## src/rtl/ks_excite_gen.sv

```systemverilog
// ---------------------------------------------------------------------------
// ks_excite_gen : Karplus-Strong excitation sequencer (clear, noise burst, ring)
// Rev 1.0
// ---------------------------------------------------------------------------
`default_nettype none

module ks_excite_gen #(
  parameter int          WIDTH     = 16,
  parameter int          LEN_W     = 12,
  parameter logic [15:0] LFSR_SEED = 16'hACE1
) (
  input  logic             a_clk,
  input  logic             reset_n,
  input  logic             sample_en,
  input  logic             pluck,
  input  logic [LEN_W-1:0] burst_len,
  input  logic [3:0]       amp_shift,
  output logic [WIDTH-1:0] dnoise,
  output logic             trigger,
  output logic             sclr,
  output logic             busy,
  output logic             done
);

  localparam logic [15:0] c_LFSR_POLY = 16'hB400;

  typedef enum logic [1:0] {
    S_IDLE  = 2'd0,
    S_CLEAR = 2'd1,
    S_BURST = 2'd2,
    S_RING  = 2'd3
  } state_t;

  state_t             r_state;
  logic [15:0]        r_lfsr;
  logic [LEN_W-1:0]   r_len;
  logic [LEN_W-1:0]   r_count;
  logic [3:0]         r_amp;

  logic [15:0]        w_lfsr_next;
  logic signed [15:0] w_shifted;
  logic [WIDTH-1:0]   w_noise;
  logic [LEN_W-1:0]   w_len_in;

  assign w_lfsr_next = {1'b0, r_lfsr[15:1]} ^ (r_lfsr[0] ? c_LFSR_POLY : 16'h0000);
  assign w_shifted   = $signed(r_lfsr) >>> r_amp;
  // A zero-length request still produces one noise sample.
  assign w_len_in    = (burst_len == '0) ? {{(LEN_W-1){1'b0}}, 1'b1} : burst_len;

  generate
    if (WIDTH > 16) begin : g_wide
      assign w_noise = {{(WIDTH-16){w_shifted[15]}}, w_shifted};
    end else if (WIDTH == 16) begin : g_exact
      assign w_noise = w_shifted;
    end else begin : g_narrow
      assign w_noise = w_shifted[15 -: WIDTH];
    end
  endgenerate

  always_ff @(posedge a_clk) begin
    if (!reset_n) begin
      r_state <= S_IDLE;
      r_lfsr  <= LFSR_SEED;
      r_len   <= '0;
      r_count <= '0;
      r_amp   <= '0;
      dnoise  <= '0;
      trigger <= 1'b1;
      sclr    <= 1'b0;
      busy    <= 1'b0;
      done    <= 1'b0;
    end else begin
      sclr <= 1'b0;
      done <= 1'b0;
      case (r_state)
        S_IDLE, S_RING: begin
          if (pluck) begin
            r_state <= S_CLEAR;
            r_len   <= w_len_in;
            r_amp   <= amp_shift;
            r_count <= '0;
            sclr    <= 1'b1;
            busy    <= 1'b1;
            trigger <= 1'b1;
            dnoise  <= '0;
          end
        end
        S_CLEAR: begin
          r_state <= S_BURST;
          trigger <= 1'b0;
        end
        S_BURST: begin
          if (sample_en) begin
            if (r_count == r_len) begin
              r_state <= S_RING;
              dnoise  <= '0;
              trigger <= 1'b1;
              busy    <= 1'b0;
              done    <= 1'b1;
            end else begin
              dnoise  <= w_noise;
              r_lfsr  <= w_lfsr_next;
              r_count <= r_count + 1'b1;
            end
          end
        end
        default: r_state <= S_IDLE;
      endcase
    end
  end

endmodule

`default_nettype wire

```

## config.mk

```make
export PLATFORM = sky130hd
export DESIGN_NAME = ks_excite_gen
export DESIGN_NICKNAME = d
export VERILOG_FILES = /design/src/rtl/ks_excite_gen.sv
export SDC_FILE = /design/constraint.sdc
export NUM_CORES = 1
export LEC_CHECK = 0
export CORE_UTILIZATION = 25
export DETAILED_ROUTE_END_ITERATION = 16
export GPL_ROUTABILITY_DRIVEN = 0
export PLACE_DENSITY = 0.42
export SYNTH_ARGS = -nofsm -noshare
export SYNTH_HDL_FRONTEND = slang
export SYNTH_SLANG_ARGS = --single-unit
```

## constraint.sdc

```tcl
create_clock -name a_clk -period 1.9 [get_ports a_clk]
set_input_delay 0.19 -clock a_clk [delete_from_list [all_inputs] [get_ports a_clk]]
set_output_delay 0.19 -clock a_clk [all_outputs]
set_load 0.02 [all_outputs]
```

==> out/results.tsv <==
metric	value	unit
relative slew slack	71.1	%
Reg clk slew, reported paths	0.06	ns
CP startpoint	r_state[0]	
effective utilization at floorplan	25.8	%
setup violators final	0	
TNS Setup	0	ns
Vias	2983	
vias per std cell	4.81	
Crit Reg-Reg Endpoint	r_count[9]	
Root Buffer Master	clkbuf_16	
cell area after synthesis	3430	µm²
Final Hold Viols	0	
Post-Syn Area per Cell	8.90	µm²
main area contributors after synthesis	dfxtp_1 39%, mux4_2 8.5%, mux2i_1 7.3%, nand2_1 7.0%, a21oi_1 5.8%	
total power	6410	µW
DRT Pass-1 Iters	4	
maximum clock path buffer count	2	
Cell Pwr Density	1400	nW/µm²
Post-Synth Simple-Gate Area	18.4	%
Synth Area in XOR/XNOR	3.83	%
Worst EP required	2.18	ns
Max-cap violations	0	
DPL Wire Length	6.89	mm
worst slew pin tran	0.434	ns
outcome	completed	
CTS tree	yes	
top cell type's share of synthesized area	38.6	%
final worst path period need	1.84	ns
hold depth	3	
commonest cells after routing, fill and taps aside	65 x dfxtp_1, 64 x nand2_1, 39 x clkdlybuf4s50_1, 38 x a21oi_1, 27 x buf_4	
row cnt	42	
Warnings, synthesis	0	
Mapped Cells	385	
I/O pin count	40	
Sink Count	66	
nets	462	
EDFF count, synth	0	
# port buffers	39	
Synth cell types	48	
global-route wire length before repair	15.7	mm
post-synthesis register bit count	66	
area grow syn2layout	33.8	%
total gr overflow	0	
f_max	545	MHz
Synthesized Nets	408	
fin. max-slew vios	0	
Synth Area in Adders	1.10	%
Die H	119	µm
startpoint types	register	
starting DRC count in detailed routing	99	
multiplexer share of the synthesized area	16.8	%
RSZ-0062 raised after global routing	true	
clock skew	0.00614	ns
initial antenna violation count	0	
# diodes	0	
crit path DAT	2.11	ns
die area	14200	µm²
Antenna Nets Post-Route	0	
H-tree Lvls	3	
reg-to-reg slack, setup	0.06	ns
LEAKAGE	0.00167	µW
FF-to-FF Start	r_state[0]	
die width	119	µm
largest family of logic cells by synthesized area	simple AND/OR/NAND/NOR gates	
Hold WC Path Type	input port to register	
Compound-Gate Fraction of Synth Area	16.4	%
post-route clock period utilization	96.7	%
R2R cell count	6	
WS Path Type	register to register	
vias in the first global route	2970	
layout cell share with drive strength beyond 1	18.9	%
Routed WL	9.53	mm
Core Region	13300	µm²
Worst Path Max Fanout	8	
largest net degree at the start of global routing	37	
Post CTS Setup Buffer Count	0	
Synth Flop Type	dfxtp_1	
Seq/Total Area, Yosys	38.6	%
async set or reset register ratio after synthesis	0	%
Util after Layout	34.5	%
commonest non-fill, non-tap cell in the layout	dfxtp_1	
wire length per cell	15.4	µm
clock insertion delay at the later pin of the skew report	0.34	ns
crit path to	r_count[9]	
hold_buf cts	0	
CP endpoint kind	register	
gr usage total	14.4	%
worst ir drop on vdd	0.387	mV
DR DRC count	0	
biggest area consumer among synthesized cells	dfxtp_1	
CTS Buf Count	9	
worst min-delay path by stage:
stage,start,endpoint
floorplan,pluck,r_state[1]
global placement,dnoise[9],dnoise[9]
detailed placement,dnoise[5],dnoise[5]
CTS,amp_shift[0],r_amp[0]
global route,amp_shift[0],r_amp[0]
finish,amp_shift[1],r_amp[1]
cell type report:
| cell class | count | area (µm²) |
|---|---|---|
| Tap cell | 176 | 220 |
| Inverter | 10 | 37.5 |
| Sequential cell | 66 | 1320 |
| Clock buffer | 11 | 243 |
| Timing Repair Buffer | 71 | 684 |
| Clock inverter | 5 | 77.6 |
| Fill cell | 1383 | 8710 |
| Multi-Input combinational cell | 281 | 2000 |
synthesized netlist by cell type, types with 4 or more instances:
master and instances:
nor3_1 10, nand3_1 8, xnor2_1 13, a21oi_1 40, mux4_2 13, and2_1 4, a31oi_1 4, buf_2 7
o22a_1 6, nor2_1 24, and3_1 5, o21ai_0 13, dfxtp_1 66, inv_1 9, and4_4 4, o2111ai_1 4
mux2i_1 25, nand2_1 64, clkbuf_1 18
layer usage:
layer	share of wire [%]	global-route usage [%]	routed length, µm	vias to the layer above
met1	51	19.6	4840	1435
li1	-	-	-	1500
met5	0	0	0	-
met3	2.4	2.59	227	10
met2	45	22.1	4280	38
met4	1.8	6.65	174	0
cells by family after synthesis:
family	count (synthesis)
compound gates	87
xor+xnor	15
fa+ha+maj	3
buf+inv	38
flops	66
mux	41
simple gates	135
sequential cells by signal, summed over array words and instances (netlist names):
register and count:
r_count 12, r_state 2, sclr 1, r_amp 4, busy 1, dnoise 16
trigger 1, r_len 12, r_lfsr 16, done 1
critical path, stage by stage, from the launching register on:
cell	delay [ns]
dfxtp_2	0.33
inv_1	0.06
ha_4	0.25
nor2b_2	0.16
a211o_4	0.36
or4_4	0.49
a21oi_2	0.12
power breakdown:
group,total (µW),switching [µW],internal [µW]
registers,1820,212,1610
logic,2790,1520,1270
clock network,1800,622,1180
total,6410,2350,4050
through the flow:
stage          setup WS, ns  area [µm²]  instances  hold WS, ns
3_5_place_dp        -0.0589        4210        604        0.449
2_1_floorplan       0.00136        3450        385        0.306
6_report             0.0636        4590        620        0.404
5_1_grt             -0.0245        4590        620        0.422
4_1_cts             0.00692        4540        620        0.396
3_3_place_gp         0.0431        4210        604        0.449
repair_timing:
item | CTS | global route
pin swaps | 1 | 5
setup endpoints to repair | 6 | 19
resized for setup | 2 | 13
endpoints found under the hold margin | 0 | 0
Note: power is estimated with default switching activity, not from simulation.
